==> src/rtl/pipe_stage_skid.sv <==
// Pipeline-stage register with a 2-entry skid buffer, synchronous flush,
// bubble-forced control output and a saturating stall counter.
module pipe_stage_skid #(
    parameter int                CTRL_W      = 24,
    parameter int                DATA_W      = 128,
    parameter logic [CTRL_W-1:0] CTRL_BUBBLE = '0,
    parameter int                STALL_CNT_W = 16
) (
    input  logic                   clk,
    input  logic                   reset,
    input  logic                   in_valid,
    output logic                   in_ready,
    input  logic [CTRL_W-1:0]      in_ctrl,
    input  logic [DATA_W-1:0]      in_data,
    input  logic                   flush,
    output logic                   out_valid,
    input  logic                   out_ready,
    output logic [CTRL_W-1:0]      out_ctrl,
    output logic [DATA_W-1:0]      out_data,
    output logic [1:0]             occupancy,
    output logic [STALL_CNT_W-1:0] stall_cycles
);

    // Encoding is {skid_valid, out_valid}; 2'b10 cannot be reached.
    typedef enum logic [1:0] {
        ST_EMPTY = 2'b00,
        ST_ONE   = 2'b01,
        ST_FULL  = 2'b11
    } state_t;

    localparam logic [STALL_CNT_W-1:0] STALL_MAX = '1;
    localparam logic [STALL_CNT_W-1:0] STALL_ONE = {{(STALL_CNT_W-1){1'b0}}, 1'b1};

    state_t                   state_q, state_d;
    logic [CTRL_W-1:0]        main_ctrl_q, main_ctrl_d;
    logic [DATA_W-1:0]        main_data_q, main_data_d;
    logic [CTRL_W-1:0]        skid_ctrl_q, skid_ctrl_d;
    logic [DATA_W-1:0]        skid_data_q, skid_data_d;
    logic [STALL_CNT_W-1:0]   stall_q, stall_d;

    logic skid_valid;
    logic in_fire;
    logic out_fire;

    assign skid_valid = state_q[1];
    assign out_valid  = state_q[0];
    // Ready comes straight from a register so out_ready never reaches in_ready.
    assign in_ready   = ~skid_valid;
    assign in_fire    = in_valid & in_ready;
    assign out_fire   = out_valid & out_ready;

    assign out_ctrl     = main_ctrl_q;
    assign out_data     = main_data_q;
    assign occupancy    = {1'b0, out_valid} + {1'b0, skid_valid};
    assign stall_cycles = stall_q;

    always_comb begin
        state_d     = state_q;
        main_ctrl_d = main_ctrl_q;
        main_data_d = main_data_q;
        skid_ctrl_d = skid_ctrl_q;
        skid_data_d = skid_data_q;

        if (flush) begin
            // Data registers are left alone; only validity and control squash.
            state_d     = ST_EMPTY;
            main_ctrl_d = CTRL_BUBBLE;
        end else begin
            case (state_q)
                ST_EMPTY: begin
                    if (in_fire) begin
                        state_d     = ST_ONE;
                        main_ctrl_d = in_ctrl;
                        main_data_d = in_data;
                    end
                end
                ST_ONE: begin
                    if (in_fire && !out_fire) begin
                        state_d     = ST_FULL;
                        skid_ctrl_d = in_ctrl;
                        skid_data_d = in_data;
                    end else if (in_fire && out_fire) begin
                        main_ctrl_d = in_ctrl;
                        main_data_d = in_data;
                    end else if (out_fire) begin
                        state_d     = ST_EMPTY;
                        main_ctrl_d = CTRL_BUBBLE;
                    end
                end
                ST_FULL: begin
                    if (out_fire) begin
                        state_d     = ST_ONE;
                        main_ctrl_d = skid_ctrl_q;
                        main_data_d = skid_data_q;
                    end
                end
                default: begin
                    state_d     = ST_EMPTY;
                    main_ctrl_d = CTRL_BUBBLE;
                end
            endcase
        end
    end

    always_comb begin
        stall_d = stall_q;
        if (out_valid && !out_ready && (stall_q != STALL_MAX)) begin
            stall_d = stall_q + STALL_ONE;
        end
    end

    always_ff @(posedge clk or posedge reset) begin
        if (reset) begin
            state_q     <= ST_EMPTY;
            main_ctrl_q <= CTRL_BUBBLE;
            main_data_q <= '0;
            skid_ctrl_q <= '0;
            skid_data_q <= '0;
            stall_q     <= '0;
        end else begin
            state_q     <= state_d;
            main_ctrl_q <= main_ctrl_d;
            main_data_q <= main_data_d;
            skid_ctrl_q <= skid_ctrl_d;
            skid_data_q <= skid_data_d;
            stall_q     <= stall_d;
        end
    end

endmodule

==> config.mk <==
export PLATFORM = sky130hd
export DESIGN_NAME = pipe_stage_skid
export DESIGN_NICKNAME = d
export VERILOG_FILES = /design/src/rtl/pipe_stage_skid.sv
export SDC_FILE = /design/constraint.sdc
export NUM_CORES = 1
export LEC_CHECK = 0
export ABC_AREA = 1
export BUFFER_PORTS_ARGS = -buffer_cell sky130_fd_sc_hd__buf_2
export CORE_MARGIN = 1
export CORE_UTILIZATION = 55
export DETAILED_ROUTE_END_ITERATION = 10
export PLACE_DENSITY = 0.91
export RECOVER_POWER = 100
export SYNTH_ARGS = -nofsm -noshare
export SYNTH_HDL_FRONTEND = slang
export SYNTH_SLANG_ARGS = --single-unit
==> constraint.sdc <==
create_clock -name clk -period 12.4 [get_ports clk]
set_clock_uncertainty 0.05 [all_clocks]
set_input_delay 1.24 -clock clk [delete_from_list [all_inputs] [get_ports clk]]
set_output_delay 1.24 -clock clk [all_outputs]
set_load 0.01 [all_outputs]
==> impl_metrics.ini, run 1 <==
[outcome]
outcome = finished, violations left
failed_checks = capacitance limit, slew limit

[sta]
worst_pin_slew_ps = 4849
setup_tns_ps = 0
layout_setup_ws_ps = 5575
max-slew-margin-rel_pct = -223.3
max_freq_ghz = 0.1465
report.final.slew_viol_count = 564
setup_violations = 0
rsz0062_at_grt = false
fin_crit_sh_pct = 55.04
finalHoldViolCount = 0
period_minus_slack_ps = 6825

[placement]
numPortBuffers = 328
dpl.hpwl_um = 22910
placed_cell_area_um2 = 16190
place.gp.congestion = 0.8751
place_inst = 2273
post-place-ws_ps = 8609

[worst_setup_path]
reg2reg_depth = 5
crit_path_top_delay_cell = clkbuf_1
r2r_start = state_q[1]
worstSetupEndpointType = register
cp-start-kind = input pin
crit_top_cell = clkbuf_1
path_cells = clkbuf_1, inv_1, nand4_1, clkbuf_1, o21ai_0
cp.required_ps = 12520
regToRegEndpoint = skid_data_q[68]
cp.arrival_ps = 6950
path_class = in -> reg
cpPeakStageDelay_ps = 3490
cp_max_fo = 137
reg2reg_slack_ps = 5770

[final_layout]
postLayoutCoreUtil_pct = 63.57
finalNonFillerCells = 2342
drive_gt1_share_pct = 11.16
fillers = 2278
multi_input_area_um2 = 4837
fin_nets = 2136
final-seq-area_um2 = 8058
syn_to_final_growth_pct = 13.34
finalInstanceArea_um2 = 16570

[yosys]
syn-cell-area_um2 = 14620
postSynthAreaPerCell_um2 = 8.588
syn_inst = 1702
synth_nets = 1864
synth_top_family_by_area = simple AND/OR/NAND/NOR gates
synth.distinct_cells = 26
netlist_top_cells_count = nand2_1, dfrtp_1, o21ai_0
synth_most_common_cell = nand2_1
synth-simple-area-share_pct = 18.04
ys_seq_elements = 322
synth_top_flop_cell = dfrtp_1
synth_edf_count = 0
synth_xor_xnor_area_share_pct = 0.4794
synthArstFlopShare_pct = 100.0
ys_warn_count = 0
seq_area_frac_synth_pct = 55.13
synth_top_area_cell = dfrtp_1
ys_top_cells_by_area = dfrtp_1, nand2_1, o21ai_0
synth-compound-area-share_pct = 17.45
synthAdderAreaFrac_pct = 0.4280
synth.top_cell.area_share_pct = 55.13
muxShareOfSynthArea_pct = 0

[hold_path]
min_path_type = reg -> reg
hold_start = skid_data_q[127]
min_to = skid_data_q[127]
holdPathStages = 2

[routing]
drc_errors = 0
drtIter0Drc = 1077
post_drt_wl_per_cell_um = 15.20
routed-via-count = 12410
ant_nets = 0
drt-total-wl_um = 35600
viasPerCell = 5.301
drt_first_pass_iters = 5

[clock_network]
cts_hold_buf = 0
cts.htree.levels = 2
cts_num_sinks = 322
clockBufferDepth = 3
cts_root_buf = clkbuf_16
cts-resized-gates = 0
numCtsBuffers = 34
path_clk_slew_ps = 60
clock_latency_ps = 510
cts_tree = yes
post_cts.repair.setup_buffers = 0

[pwr]
p_sw_mw = 1.444
p_int_mw = 2.521
ir_drop_v = 0.0001790
powerDensity_nw_per_um2 = 239.4
comb_power_share_pct = 28.6
p_leak_nw = 8.789
p_clk_share_pct = 25.3
power.share.sequential_pct = 46.1
switching_share_pct = 36.43

[global_routing]
grt_pass1_vias = 11740
antenna_found_initial = 6
track_usage_pct = 25.58
overflow = 0
grt_first_pass_wirelength_um = 56090
grt_max_degree = 154

[floorplan]
die_y_um = 165.0
num_rows = 59
die_area_um2 = 27230
die_w_um = 165.0
start_util_pct = 56.09
core-area_um2 = 26060
io_pins = 329

[job]
max_cap_violations = 7
==> critical path, delay by kind of cell <==
kind / cells / cell delay (ps)
buffers and inverters: 3 / 3780
and+or+nand+nor: 1 / 1380
AOI/OAI and AO/OA: 1 / 470
==> through the flow <==
step / power, mW / hold slack [ps]
2_1_floorplan: 2.711 / 397.9
3_3_place_gp: 3.059 / 410.7
3_5_place_dp: 3.153 / 410.9
4_1_cts: 4.176 / 426.5
5_1_grt: 4.243 / 443.5
6_report: 3.965 / 427.0
==> cell usage in the layout, fill, tap and decap left out <==
cell	instances
nor2_2	1
nand2_1	637
nand4_1	7
nor2_8	1
buf_2	156
clkbuf_16	34
clkinv_2	2
nand2_2	5
clkbuf_1	188
nor2_1	18
xnor2_1	6
inv_6	3
o21ai_1	1
nand3_1	9
o21ai_0	412
bufinv_16	2
dfrtp_1	322
diode_2	8
ha_1	5
a31oi_1	1
clkinvlp_2	2
xor2_1	2
inv_1	168
o21ai_2	3
buf_4	6
clkinv_8	1
clkbuf_8	7
==> power by group through the flow <==
stage / clock, mW / combinational, mW / sequential, mW
2_1_floorplan: 0 / 0.844 / 1.87
3_3_place_gp: 0 / 1.27 / 1.79
3_5_place_dp: 0 / 1.34 / 1.81
4_1_cts: 1.01 / 1.35 / 1.81
5_1_grt: 1.06 / 1.30 / 1.88
6_report: 1.00 / 1.13 / 1.83
==> cell families (layout without fill, tap and decap cells) <==
| logic type | Yosys count | after routing |
|---|---|---|
| simple gates | 678 | 678 |
| buf+inv | 272 | 569 |
| flops | 322 | 322 |
| other cells | 0 | 8 |
| compound gates | 417 | 417 |
| xor+xnor | 8 | 8 |
| fa+ha+maj | 5 | 5 |
==> per-layer routing <==
metal	vias up	part of all wire (%)	track usage (%)
met5	-	0	0
met2	490	49	43.00
met3	83	7.1	4.872
met1	5936	41	32.16
met4	0	3.3	11.05
li1	5905	-	-
==> how the worst max path moves through the flow <==
stage	start	to	slack, ps	depth (start not counted)
6_report	flush	skid_data_q[68]	5580	5
5_1_grt	flush	skid_data_q[50]	4800	5
4_1_cts	out_ready	out_data[83]	9120	9
3_5_place_dp	out_ready	out_data[83]	8610	9
3_3_place_gp	out_ready	out_data[102]	8730	9
2_1_floorplan	reset	out_ctrl[0]	2200	1
==> sequential cells by signal (all words and copies together), names as in the netlist <==
register and count:
state_q 2, out_ctrl 24, skid_data_q 128, skid_ctrl_q 24, out_data 128, stall_cycles 16
==> area by class of cell <==
cell class                 instances  share of cell area, %
multi-input combinational       1108                  29.20
clock buffer                      54                  6.012
clock inverter                     7                 0.6269
inverter                         171                  3.920
sequential                       322                  48.64
timing repair buffer             337                  8.950
antenna                            8                 0.1208
tap                              335                  2.530
No activity file was read; power rests on OpenSTA's default activity.
==> run 2: changes to the inputs <==
==> constraint.sdc (replaced) <==
create_clock -name clk -period 6.5 [get_ports clk]
set_clock_uncertainty 0.05 [all_clocks]
set_input_delay 0.65 -clock clk [delete_from_list [all_inputs] [get_ports clk]]
set_output_delay 0.65 -clock clk [all_outputs]
set_load 0.01 [all_outputs]
==> run 2 against run 1 <==
The run still ends with capacitance limit, slew limit left. Worst hold slack got worse by 66 ps. Final area rose by 0.90%. Combinational power increased by 96%. Via count is 0.46% lower. Critical path depth up 3. Setup slack worse by 3600 ps. Cell count fell by 0.17%. Utilization up 0.57 points. Register-to-register slack worse by 3800 ps. Global-route usage shrank 0.38 points. Non-clock buffer count decreased by 1.
==> impl_metrics.ini, run 2 (synthesis gave the netlist of run 1 again) <==
[worst_setup_path]
r2r_start = stall_cycles[0]
crit_top_cell = nand2_1
worstSetupEndpointType = register
regToRegEndpoint = stall_cycles[11]
crit_path_top_delay_cell = o21ai_0
path_class = reg -> reg
path_cells = ha_1, inv_1, nor2_1, nand2_2, o21ai_0, clkinvlp_2, nand2_1, nand2_1
cp_max_fo = 19
cpPeakStageDelay_ps = 1590
cp.arrival_ps = 4820
reg2reg_slack_ps = 2000
cp.required_ps = 6820
cp-start-kind = register
reg2reg_depth = 8

[final_layout]
syn_to_final_growth_pct = 14.36
finalInstanceArea_um2 = 16710
drive_gt1_share_pct = 12.82
postLayoutCoreUtil_pct = 64.14
fin_nets = 2136
fillers = 2147
final_common_cell = nand2_1
multi_input_area_um2 = 4970
final-seq-area_um2 = 8058
layout_common_cells = nand2_1, o21ai_0, dfrtp_1
finalNonFillerCells = 2338

[placement]
numPortBuffers = 328
place.gp.congestion = 0.8672
post-place-ws_ps = 3286
placed_cell_area_um2 = 16200
place_inst = 2272
dpl.hpwl_um = 22930

[pwr]
total_power_mw = 7.579
ir_drop_v = 0.0003080
switching_share_pct = 36.85
powerDensity_nw_per_um2 = 453.4
p_int_mw = 4.786
p_clk_share_pct = 24.9
p_sw_mw = 2.793
p_leak_nw = 8.849
power.share.sequential_pct = 45.7
comb_power_share_pct = 29.3

[sta]
max_freq_ghz = 0.2223
rsz0062_at_grt = false
period_minus_slack_ps = 4498
setup_tns_ps = 0
worst_pin_slew_ps = 2185
timing.hold.ws_ps = 360.5
finalHoldViolCount = 0
max-slew-margin-rel_pct = -46.45
setup_violations = 0
report.final.slew_viol_count = 93
layout_setup_ws_ps = 2002
fin_crit_sh_pct = 69.20

[floorplan]
die_w_um = 165.0
io_pins = 329
die_area_um2 = 27230
num_rows = 59
start_util_pct = 56.09
die_y_um = 165.0
core-area_um2 = 26060

[clock_network]
numCtsBuffers = 35
clock_latency_ps = 510
post_cts.repair.setup_buffers = 0
cts_root_buf = clkbuf_16
cts-resized-gates = 0
cts_num_sinks = 322
cts_tree = yes
cts_hold_buf = 0
path_clk_slew_ps = 60
clockBufferDepth = 3
cts.htree.levels = 2

[global_routing]
track_usage_pct = 25.19
overflow = 0
grt_pass1_vias = 11350
grt_max_degree = 305
antenna_found_initial = 5
grt_first_pass_wirelength_um = 55260

[hold_path]
min_to = skid_ctrl_q[0]
holdPathStages = 3
min_path_type = in -> reg
hold_start = in_ctrl[0]

[routing]
drtIter0Drc = 1282
ant_nets = 0
drt-total-wl_um = 35380
drt_first_pass_iters = 6
drc_errors = 0
routed-via-count = 12360
viasPerCell = 5.285
post_drt_wl_per_cell_um = 15.13

[job]
max_cap_violations = 3

[outcome]
failed_checks = capacitance limit, slew limit
outcome = finished, violations left
-- run 2: cell types whose count changed in the layout (fill, tap and decap cells not counted), sizes merged --
cell / change
buf: +1
diode: -2
inv: -1
clkbuf: -2
clkinvlp: +1
clkinv: +1
bufinv: -2
-- run 2: worst max-delay path: cells and delay by family (launching register included) --
kind            cells  cell delay (ps)
compound gates      1             1590
fa+ha+maj           1              250
buf+inv             2             1310
flops               1              410
simple gates        4              760
-- run 2: how the worst max path moves through the flow --
stage,startpoint,end
detailed placement,state_q[0],out_data[44]
floorplan,reset,out_ctrl[0]
CTS,state_q[0],out_data[44]
global placement,out_ready,out_data[43]
finish,stall_cycles[0],stall_cycles[11]
global route,stall_cycles[1],stall_cycles[15]
-- run 2: final cells by class --
cell class | count | area share [%]
flip-flops and latches | 322 | 48.21
multi-input cells | 1108 | 29.73
repair buffers | 336 | 9.020
clock buffers | 54 | 6.273
inverters | 171 | 3.885
well taps | 335 | 2.508
clock inverters | 6 | 0.2845
diodes | 6 | 0.08983
-- run 2: routing by layer --
| layer | GRT usage [%] | routed length [µm] | vias to the layer above |
|---|---|---|---|
| li1 | - | - | 5902 |
| met5 | 0 | 13 | - |
| met2 | 42.03 | 17390 | 487 |
| met3 | 4.847 | 2378 | 101 |
| met1 | 32.14 | 14410 | 5865 |
| met4 | 10.38 | 1182 | 2 |
-- run 2: power groups by stage --
stage | Combinational, mW | Sequential (mW) | Clock [mW]
finish | 2.22 | 3.47 | 1.89
detailed placement | 2.56 | 3.46 | 0
CTS | 2.59 | 3.44 | 1.92
floorplan | 1.61 | 3.56 | 0
global placement | 2.42 | 3.41 | 0
global route | 2.54 | 3.57 | 2.00
==> run 3: changes to the inputs <==
--- a/config.mk
+++ b/config.mk
@@ -8,9 +8,9 @@
 export ABC_AREA = 1
 export BUFFER_PORTS_ARGS = -buffer_cell sky130_fd_sc_hd__buf_2
 export CORE_MARGIN = 1
-export CORE_UTILIZATION = 55
+export CORE_UTILIZATION = 49
 export DETAILED_ROUTE_END_ITERATION = 10
-export PLACE_DENSITY = 0.91
+export PLACE_DENSITY = 0.86
 export RECOVER_POWER = 100
 export SYNTH_ARGS = -nofsm -noshare
 export SYNTH_HDL_FRONTEND = slang
==> constraint.sdc (replaced) <==
create_clock -name clk -period 4.05 [get_ports clk]
set_clock_uncertainty 0.05 [all_clocks]
set_input_delay 0.405 -clock clk [delete_from_list [all_inputs] [get_ports clk]]
set_output_delay 0.405 -clock clk [all_outputs]
set_load 0.01 [all_outputs]
==> run 3 against run 2 <==
The run still ends with capacitance limit, slew limit left. Sequential share of layout area shrank 0.39 points. Highest routed layer unchanged. Setup slack lost 1200 ps. Clock power grew 74%.
==> impl_metrics.ini, run 3 (synthesis gave the netlist of run 1 again) <==
[outcome]
outcome = finished, violations left
failed_checks = capacitance limit, slew limit

[sta]
max_freq_ghz = 0.3048
fin_crit_sh_pct = 81.02
worst_pin_slew_ps = 2633
period_minus_slack_ps = 3281
report.final.slew_viol_count = 545
setup_violations = 0
setup_tns_ps = 0
rsz0062_at_grt = false
timing.hold.ws_ps = 66.77
max-slew-margin-rel_pct = -75.52
finalHoldViolCount = 0

[placement]
numPortBuffers = 328
place_inst = 2323
dpl.hpwl_um = 22590
placed_cell_area_um2 = 16330
place.gp.congestion = 0.8852

[pwr]
total_power_mw = 12.31
p_leak_nw = 8.906
comb_power_share_pct = 28.1
p_sw_mw = 4.406
power.share.sequential_pct = 45.2
p_clk_share_pct = 26.7
p_int_mw = 7.899
ir_drop_v = 0.0003821
switching_share_pct = 35.81
powerDensity_nw_per_um2 = 730.3

[clock_network]
clock_latency_ps = 510
cts.htree.levels = 2
cts_num_sinks = 322
path_clk_slew_ps = 60
post_cts.repair.setup_buffers = 0
numCtsBuffers = 37
cts_tree = yes
cts_hold_buf = 0
cts_root_buf = clkbuf_16
cts-resized-gates = 0
clockBufferDepth = 3

[floorplan]
core-area_um2 = 29010
die_y_um = 174.7
start_util_pct = 50.38
io_pins = 329
die_w_um = 174.7
die_area_um2 = 30520
num_rows = 62

[final_layout]
drive_gt1_share_pct = 12.19
layout_common_cells = nand2_1, o21ai_0, dfrtp_1
final_common_cell = nand2_1
fin_nets = 2140
syn_to_final_growth_pct = 15.29
finalInstanceArea_um2 = 16850
finalNonFillerCells = 2390

[worst_setup_path]
cp-start-kind = register
path_class = reg -> reg
cp.arrival_ps = 3610
cp.required_ps = 4380
crit_path_top_delay_cell = o21ai_0
critPathTopFamily = compound AO/OA/AOI/OAI gates
crit_buf_inv = 2
cp.depth = 8
path_cells = ha_1, inv_1, nor2_4, nand2_2, o21ai_0, inv_4, nand2_1, nand2_1
reg2reg_depth = 8
worstSetupEndpointType = register
cpPeakStageDelay_ps = 1570
cp_max_fo = 19
crit_top_cell = nand2_1
reg2reg_slack_ps = 770

[routing]
post_drt_wl_per_cell_um = 14.54
drc_errors = 0
drt_first_pass_iters = 5
drtIter0Drc = 1058
ant_nets = 0
viasPerCell = 5.092
drt-total-wl_um = 34750
routed-via-count = 12170

[global_routing]
overflow = 0
track_usage_pct = 22.42
antenna_found_initial = 7
grt_max_degree = 211
grt_first_pass_wirelength_um = 56190
grt_pass1_vias = 11660

[hold_path]
min_path_type = in -> async

[job]
max_cap_violations = 5
==> run 3: cell count changes in the layout (fill, tap and decap cells not counted), sizes merged <==
cell,delta
clkbuf,-1
inv,+1
clkinvlp,+1
buf,+2
bufinv,+2
diode,-2
==> run 3: final timing paths <==
kind,startpoint,to
min in group clk,in_ctrl[23],skid_ctrl_q[23]
max in group asynchronous,reset,skid_data_q[17]
setup / recovery,stall_cycles[0],stall_cycles[9]
setup reg to reg,stall_cycles[0],stall_cycles[9]
hold / removal,reset,out_ctrl[21]
hold reg to reg,out_ctrl[8],out_ctrl[8]
==> run 3: final cells by class <==
cell class                 instances  area (µm²)
antenna                            4       10.01
clock buffer                      53        1099
clock inverter                    10       111.4
fill                            2630       12160
inverter                         171       650.6
multi-input combinational       1108        4891
sequential                       322        8058
tap                              384       480.5
timing repair buffer             338        1551
==> run 3: worst min-delay path, stage by stage <==
cell,delay (ps)
buf_2,100
clkinvlp_2,110
buf_12,490
==> run 3: stage by stage <==
step | utilization [%] | worst slack (ps)
2_1_floorplan | - | -699.8
3_3_place_gp | 56.29 | 1312
3_5_place_dp | 56.29 | 1193
4_1_cts | 60.46 | 1115
5_1_grt | 58.06 | 472.1
6_report | 58.08 | 768.8
==> run 3: metal layers <==
layer	GRT usage (%)	wire length (µm)	vias to the layer above
met5	0	37	-
met1	28.03	14320	5743
met4	8.768	1203	6
met3	5.548	2644	93
li1	-	-	5908
met2	37.40	16540	419
==> run 3: power by group through the flow <==
| stage | sequential [mW] | clock (mW) | combinational [mW] |
|---|---|---|---|
| 2_1_floorplan | 5.72 | 0 | 2.58 |
| 3_3_place_gp | 5.48 | 0 | 3.92 |
| 3_5_place_dp | 5.54 | 0 | 4.12 |
| 4_1_cts | 5.51 | 3.37 | 4.15 |
| 5_1_grt | 5.71 | 3.49 | 3.97 |
| 6_report | 5.56 | 3.29 | 3.46 |
